<file path="src/rtl/decode_seq.sv">
// TB4004 eight-phase sequencer/decoder: captures OPR/OPA (and a second-cycle imm8), issues one commit strobe per instruction.
// Optional trap on OPR F sub-op E/F when DECODE_SEQ_ILLEGAL_TRAP_EN is defined; otherwise those commit as NOP.
module decode_seq (
  input  logic       clk,
  input  logic       rst_n,
  input  logic [3:0] romNibble,
  input  logic       stall,
  output logic [2:0] phase,
  output logic       sync,
  output logic [3:0] aluOp,
  output logic [3:0] aluSubOp,
  output logic [3:0] opa,
  output logic       secondWord,
  output logic [7:0] imm8,
  output logic       execValid,
  output logic       accWe,
  output logic       carryWe,
  output logic       regWe,
  output logic       illegalOp
);

  typedef enum logic [2:0] {
    A1 = 3'd0, A2 = 3'd1, A3 = 3'd2, M1 = 3'd3,
    M2 = 3'd4, X1 = 3'd5, X2 = 3'd6, X3 = 3'd7
  } phase_e;

  phase_e      phase_q, phase_d;
  logic [3:0]  opr_q, opr_d;
  logic [3:0]  opa_q, opa_d;
  logic [7:0]  imm_q, imm_d;
  logic        sec_q, sec_d;

  logic        two_cycle;
  logic        commit;
  logic        acc_dec, carry_dec, reg_dec;
  logic        illegal;

  always_ff @(posedge clk or negedge rst_n) begin
    if (!rst_n) begin
      phase_q <= A1;
      opr_q   <= 4'h0;
      opa_q   <= 4'h0;
      imm_q   <= 8'h00;
      sec_q   <= 1'b0;
    end else begin
      phase_q <= phase_d;
      opr_q   <= opr_d;
      opa_q   <= opa_d;
      imm_q   <= imm_d;
      sec_q   <= sec_d;
    end
  end

  // JCN/JUN/JMS/ISZ always take two cycles; FIM/FIN only with an even OPA.
  always_comb begin
    two_cycle = 1'b0;
    case (opr_q)
      4'h1, 4'h4, 4'h5, 4'h7: two_cycle = 1'b1;
      4'h2, 4'h3:             two_cycle = ~opa_q[0];
      default:                two_cycle = 1'b0;
    endcase
  end

  always_comb begin
    phase_d = phase_q;
    opr_d   = opr_q;
    opa_d   = opa_q;
    imm_d   = imm_q;
    sec_d   = sec_q;
    if (!stall) begin
      phase_d = phase_e'(phase_q + 3'd1);
      case (phase_q)
        M1: begin
          if (sec_q) imm_d[7:4] = romNibble;
          else       opr_d      = romNibble;
        end
        M2: begin
          if (sec_q) imm_d[3:0] = romNibble;
          else       opa_d      = romNibble;
        end
        X3:      sec_d = ~sec_q & two_cycle;
        default: ;
      endcase
    end
  end

  assign commit = (phase_q == X3) && !stall && (sec_q || !two_cycle);

  always_comb begin
    acc_dec   = 1'b0;
    carry_dec = 1'b0;
    reg_dec   = 1'b0;
    case (opr_q)
      4'h2, 4'h3: reg_dec = sec_q & ~opa_q[0];
      4'h6, 4'h7: reg_dec = 1'b1;
      4'h8, 4'h9: begin
        acc_dec   = 1'b1;
        carry_dec = 1'b1;
      end
      4'hA, 4'hC, 4'hD: acc_dec = 1'b1;
      4'hB: begin
        acc_dec = 1'b1;
        reg_dec = 1'b1;
      end
      4'hE: begin
        acc_dec   = opa_q[3];
        carry_dec = (opa_q == 4'h8) || (opa_q == 4'hB);
      end
      4'hF: begin
        acc_dec   = opa_q inside {4'h0, 4'h2, 4'h4, 4'h5, 4'h6, 4'h7,
                                  4'h8, 4'h9, 4'hB, 4'hC};
        carry_dec = opa_q inside {4'h0, 4'h1, 4'h2, 4'h3, 4'h5, 4'h6,
                                  4'h7, 4'h8, 4'h9, 4'hA, 4'hB};
      end
      default: ;
    endcase
  end

`ifdef DECODE_SEQ_ILLEGAL_TRAP_EN
  assign illegal   = (opr_q == 4'hF) && (opa_q[3:1] == 3'b111);
  assign illegalOp = commit & illegal;
`else
  assign illegal   = 1'b0;
  assign illegalOp = 1'b0;
`endif

  assign accWe      = commit & acc_dec   & ~illegal;
  assign carryWe    = commit & carry_dec & ~illegal;
  assign regWe      = commit & reg_dec   & ~illegal;
  assign execValid  = commit;
  assign phase      = phase_q;
  assign sync       = (phase_q == A1);
  assign aluOp      = opr_q;
  assign aluSubOp   = opa_q;
  assign opa        = opa_q;
  assign secondWord = sec_q;
  assign imm8       = imm_q;

endmodule

</file>
<file path="config.mk">
export PLATFORM = sky130hd
export DESIGN_NAME = decode_seq
export DESIGN_NICKNAME = d
export VERILOG_FILES = /design/src/rtl/decode_seq.sv
export SDC_FILE = /design/constraint.sdc
export NUM_CORES = 1
export LEC_CHECK = 0
export ABC_AREA = 0
export ABC_CLOCK_PERIOD_IN_PS = 3300
export CORE_ASPECT_RATIO = 0.6
export CORE_MARGIN = 5
export CORE_UTILIZATION = 47
export DETAILED_ROUTE_END_ITERATION = 12
export GPL_TIMING_DRIVEN = 0
export PLACE_DENSITY = 0.83
export SYNTH_ARGS = -nofsm -noshare
export SYNTH_HDL_FRONTEND = slang
export SYNTH_SLANG_ARGS = --single-unit
</file>
<file path="constraint.sdc">
create_clock -name clk -period 3.3 [get_ports clk]
set_input_delay 0.66 -clock clk [delete_from_list [all_inputs] [get_ports clk]]
set_output_delay 0.66 -clock clk [all_outputs]
set_load 0.1 [all_outputs]
</file>
==> impl_metrics.toml, run 1 <==
[sta]
finalHoldViolCount = 0
slew_viol_final = 0
tns_ps = 0
max_slew.worst_pin.slew_ps = 987
fin_skew_ps = 3.05
fin_crit_ps = 3080
finalCritPeriodShare_pct = 93.4
max_freq_mhz = 324
slew_headroom_pct = 34.0
rsz0062_at_grt = "no"
setup_viol = 0
whs_ps = 494

[global_routing]
grt_pass1_wl_um = 3790
grt_overflow_total = 0
grt.total_usage_pct = 15.0
grt_max_degree = 21
grt_pass1_vias = 800
grt_antenna_before_repair = 0

[critical_path]
r2r-start = "phase[0]$_DFFE_PN0N_"
worstReg2RegEnd = "aluOp[0]$_DFFE_PN0P_"
ff2ff_setup_slack_ps = 1670
critPathRequiredTime_ps = 2640
path_class = "flop to output pin"
cp-end-kind = "output pin"
critPathMaxFanout = 4
rr_worst_depth = 4
startpoint_type = "flop"
crit_path_start = "phase[0]$_DFFE_PN0N_"
arrival_ps = 2420

[floorplan]
rows = 13
die-area_mm2 = 0.00330
die_w_um = 70.9
coreArea_mm2 = 0.00215
io_pins = 37
dieHeight_um = 46.5
start_util_pct = 48.7

[clock_network]
clk_latency_ps = 260
path_clk_slew_ps = 70
clock_sinks = 20
postCtsHoldBufs = 0
htree_num_levels = 1
cts_made_buffers = 3
clk_path_buf_depth = 2
cts_tree = "built"
postCtsSetupRepairBufs = 0
clockRootBuffer = "clkbuf_8"

[yosys]
synthesis.nets = 103
synth_cell_types = 29
ys_top_cells_by_area = "dfrtp_1 (48%), mux2_2 (12%), ha_1 (4.8%)"
synth_cells = 92
synth_top_cell_by_area = "dfrtp_1"
ys_warn_count = 0
netlist.area_leader.share_pct = 47.9
synth.yosys.seq_area_share_pct = 47.9
postSynthAreaPerCell_um2 = 11.4
synth_seq_cells = 20
synth_area_mm2 = 0.00104

[detailed_routing]
ant_nets = 0
routed_wl_um = 2260
drcViolationCount = 0
dr.pass1.iters = 4
drtIter0Drc = 47
vias = 798
viasPerCell = 4.99
wl_per_cell_um = 14.1

[layout]
fin_nets = 142
layout-drive-gt1-share_pct = 21.5
antenna_cells = 0
area_growth_pct = 42.3

[worst_hold_path]
holdPathEnd = "imm8[1]$_DFFE_PN0P_"
hp-start = "imm8[1]$_DFFE_PN0P_"
holdPathStages = 1
hold_class = "flop to flop"

[placement]
port_buffers = 34
gp_congestion = 0.712
dp_hpwl_um = 1770

[flow_run]
maxCapViolCount = 0

[status]
status = "completed"
[synthesized netlist by cell type]
master,count
dfrtp_1,20
mux2_2,11
nand2_1,7
buf_4,6
inv_1,5
o21ai_0,5
ha_1,4
mux2_1,4
mux2i_1,4
a21oi_1,2
nand3_1,2
nor2_1,2
nor2b_1,2
nor3_1,2
xnor2_1,2
a2111o_1,1
a31oi_1,1
and2_1,1
and4_1,1
buf_2,1
clkbuf_2,1
conb_1,1
inv_2,1
nand3b_1,1
nand4_1,1
nor3_2,1
nor3b_2,1
o211ai_1,1
o2bb2ai_1,1
[stage by stage]
stage	std cells	worst slack (ps)	cell area, um2	utilization [%]
global route	160	56.5	1490	69.2
detailed placement	156	93.5	1430	66.7
CTS	160	48.5	1480	69.1
global placement	156	100	1430	66.7
floorplan	92	-103	1050	-
finish	160	216	1490	69.2
[flip-flops by register name (all words and copies together) (netlist names)]
register / cells
aluOp: 4
aluSubOp: 4
imm8: 8
phase: 3
secondWord: 1
[routing by layer]
| layer | up-vias | GRT usage (%) | routed length, um |
|---|---|---|---|
| met5 | - | 0 | 0 |
| met4 | 0 | 5.24 | 23 |
| met3 | 4 | 6.54 | 195 |
| met2 | 29 | 23.2 | 946 |
| met1 | 374 | 19.1 | 1090 |
| li1 | 391 | - | - |
[worst max-delay path by stage]
stage	end	depth (start not counted)
after floorplan	accWe	5
after global placement	accWe	5
after detailed placement	accWe	5
after CTS	execValid	5
after global routing	accWe	6
final	accWe	6
[layout make-up]
| class | instances | area [um2] |
|---|---|---|
| clock buffer | 4 | 55.1 |
| timing repair buffer | 34 | 339 |
| fill | 173 | 661 |
| buffer | 8 | 55.1 |
| multi-input combinational | 58 | 477 |
| sequential | 20 | 500 |
| tap | 30 | 37.5 |
| inverter | 6 | 22.5 |
[worst max-delay path: stages, from the launching register on]
cell           delay, ps
dfrtp_1              410
ha_1                 200
ha_1                 140
nor2b_1              260
nand2_1              140
a31oi_2              140
dlygate4sd2_1        870
[what timing repair did]
item,in CTS,in global routing
endpoints found under the hold margin,0,0
gates resized for setup,3,1
setup endpoints to repair,3,1
[layout by cell type (no fill, tap or decap), types with 2 or more instances in the layout]
master / instances
buf_4: 6
mux2_2: 11
o21ai_0: 5
xnor2_1: 2
mux2i_1: 4
nor2_1: 2
mux2_1: 4
nor2b_1: 2
clkdlybuf4s50_1: 30
nand3_1: 2
ha_1: 4
nand2_1: 7
inv_1: 5
dlygate4sd2_1: 3
clkbuf_8: 4
nor3_1: 2
dfrtp_1: 20
[logic make-up after synthesis]
group	synth area share, %
simple gates	11.3
mux	20.0
other cells	0.359
buf+inv	7.42
xor+xnor	1.68
fa+ha+maj	4.79
compound gates	6.59
flops	47.9
Power of run 1 is not shown: default switching activity piles up to over one toggle a cycle in this logic, so the estimate is an artifact.
==> inputs of run 2 (changes only) <==
CORE_MARGIN = 2   (was 5)
==> impl_metrics.toml, run 2 (synthesis gave the netlist of run 1 again) <==
[critical_path]
critPathRequiredTime_ps = 2640
cp-end-kind = "output pin"
r2r-start = "phase[0]$_DFFE_PN0N_"
arrival_ps = 2440
path_class = "flop to output pin"
worstReg2RegEnd = "aluOp[0]$_DFFE_PN0P_"
ff2ff_setup_slack_ps = 1680
crit_path_start = "phase[0]$_DFFE_PN0N_"
critPathMaxFanout = 4
rr_worst_depth = 4
startpoint_type = "flop"

[worst_hold_path]
hold_class = "flop to flop"
holdPathStages = 1
hp-start = "imm8[3]$_DFFE_PN0P_"
holdPathEnd = "imm8[3]$_DFFE_PN0P_"

[clock_network]
postCtsSetupRepairBufs = 0
path_clk_slew_ps = 70
cts_tree = "built"
htree_num_levels = 1
cts_made_buffers = 3
clk_path_buf_depth = 2
clk_latency_ps = 260
clockRootBuffer = "clkbuf_8"
clock_sinks = 20

[detailed_routing]
dr.pass1.iters = 4
drcViolationCount = 0
viasPerCell = 4.98
vias = 796
routed_wl_um = 2180
wl_per_cell_um = 13.6
drtIter0Drc = 49
ant_nets = 0

[floorplan]
io_pins = 37
die_w_um = 64.9
start_util_pct = 49.0
dieHeight_um = 40.5
rows = 13
die-area_mm2 = 0.00263
coreArea_mm2 = 0.00213

[sta]
max_slew.worst_pin.slew_ps = 981
slew_headroom_pct = 34.4
slew_viol_final = 0
rsz0062_at_grt = "no"
finalHoldViolCount = 0
fin_skew_ps = 4.20
setup_viol = 0
finalCritPeriodShare_pct = 94.0
max_freq_mhz = 322
fin_crit_ps = 3100

[placement]
port_buffers = 34
postPlaceCellArea_mm2 = 0.00143
dp_hpwl_um = 1640
gp_congestion = 0.785

[layout]
antenna_cells = 0
most-common-layout-cells = "clkdlybuf4s50_1 (30), dfrtp_1 (20), mux2_2 (11)"
fin_nets = 142
layout-drive-gt1-share_pct = 21.5
final_area_mm2 = 0.00149
largest_reg_flops = 8
area_growth_pct = 42.3
final_common_cell = "clkdlybuf4s50_1"

[global_routing]
grt.total_usage_pct = 18.2
grt_antenna_before_repair = 0
grt_pass1_vias = 701
grt_overflow_total = 0
grt_pass1_wl_um = 3440
grt_max_degree = 21

[flow_run]
maxCapViolCount = 0

[status]
status = "completed"
run 2: layer usage:
metal | part of all wire, % | vias to the layer above | global-route usage [%]
met5 | 0 | - | 0
met3 | 7.4 | 0 | 7.02
met1 | 52 | 377 | 24.4
met4 | 0 | 0 | 3.19
li1 | - | 386 | -
met2 | 41 | 33 | 28.9
run 2: final cells by class:
class / count / area [um2]
well taps: 30 / 37.5
multi-input cells: 58 / 477
fillers: 178 / 644
repair buffers: 34 / 339
flip-flops and latches: 20 / 500
inverters: 6 / 22.5
clock buffers: 4 / 55.1
plain buffers: 8 / 55.1
run 2: what timing repair did:
action | 4_1_cts | 5_1_grt
hold buffers | 0 | 0
endpoints found under the hold margin | 0 | 0
setup endpoints to repair | 3 | 1
gates resized for setup | 3 | 1
run 2: worst max-delay path by stage:
stage	depth (start not counted)	slack, ps	to
finish	6	200	accWe
global route	6	120	accWe
CTS	5	60	execValid
detailed placement	5	110	accWe
global placement	5	110	accWe
floorplan	5	-100	accWe
run 2: worst max-delay path, stage by stage (launching register included):
cell and delay, ps:
dfrtp_1 410, ha_1 210, ha_1 140, nor2b_1 270
nand2_1 140, a31oi_2 140, dlygate4sd2_1 870
run 2: through the flow:
stage               setup TNS (ps)  hold slack (ps)  cells  setup WS, ps  util (%)
finish                           0              506    160           198      69.8
global route                     0              518    160           117      69.8
CTS                              0              509    160          57.8      69.6
detailed placement               0              487    156           108      67.2
global placement                 0              475    156           111      67.2
floorplan                     -103              364     92          -103         -
Power of run 2 is left out for the same reason.
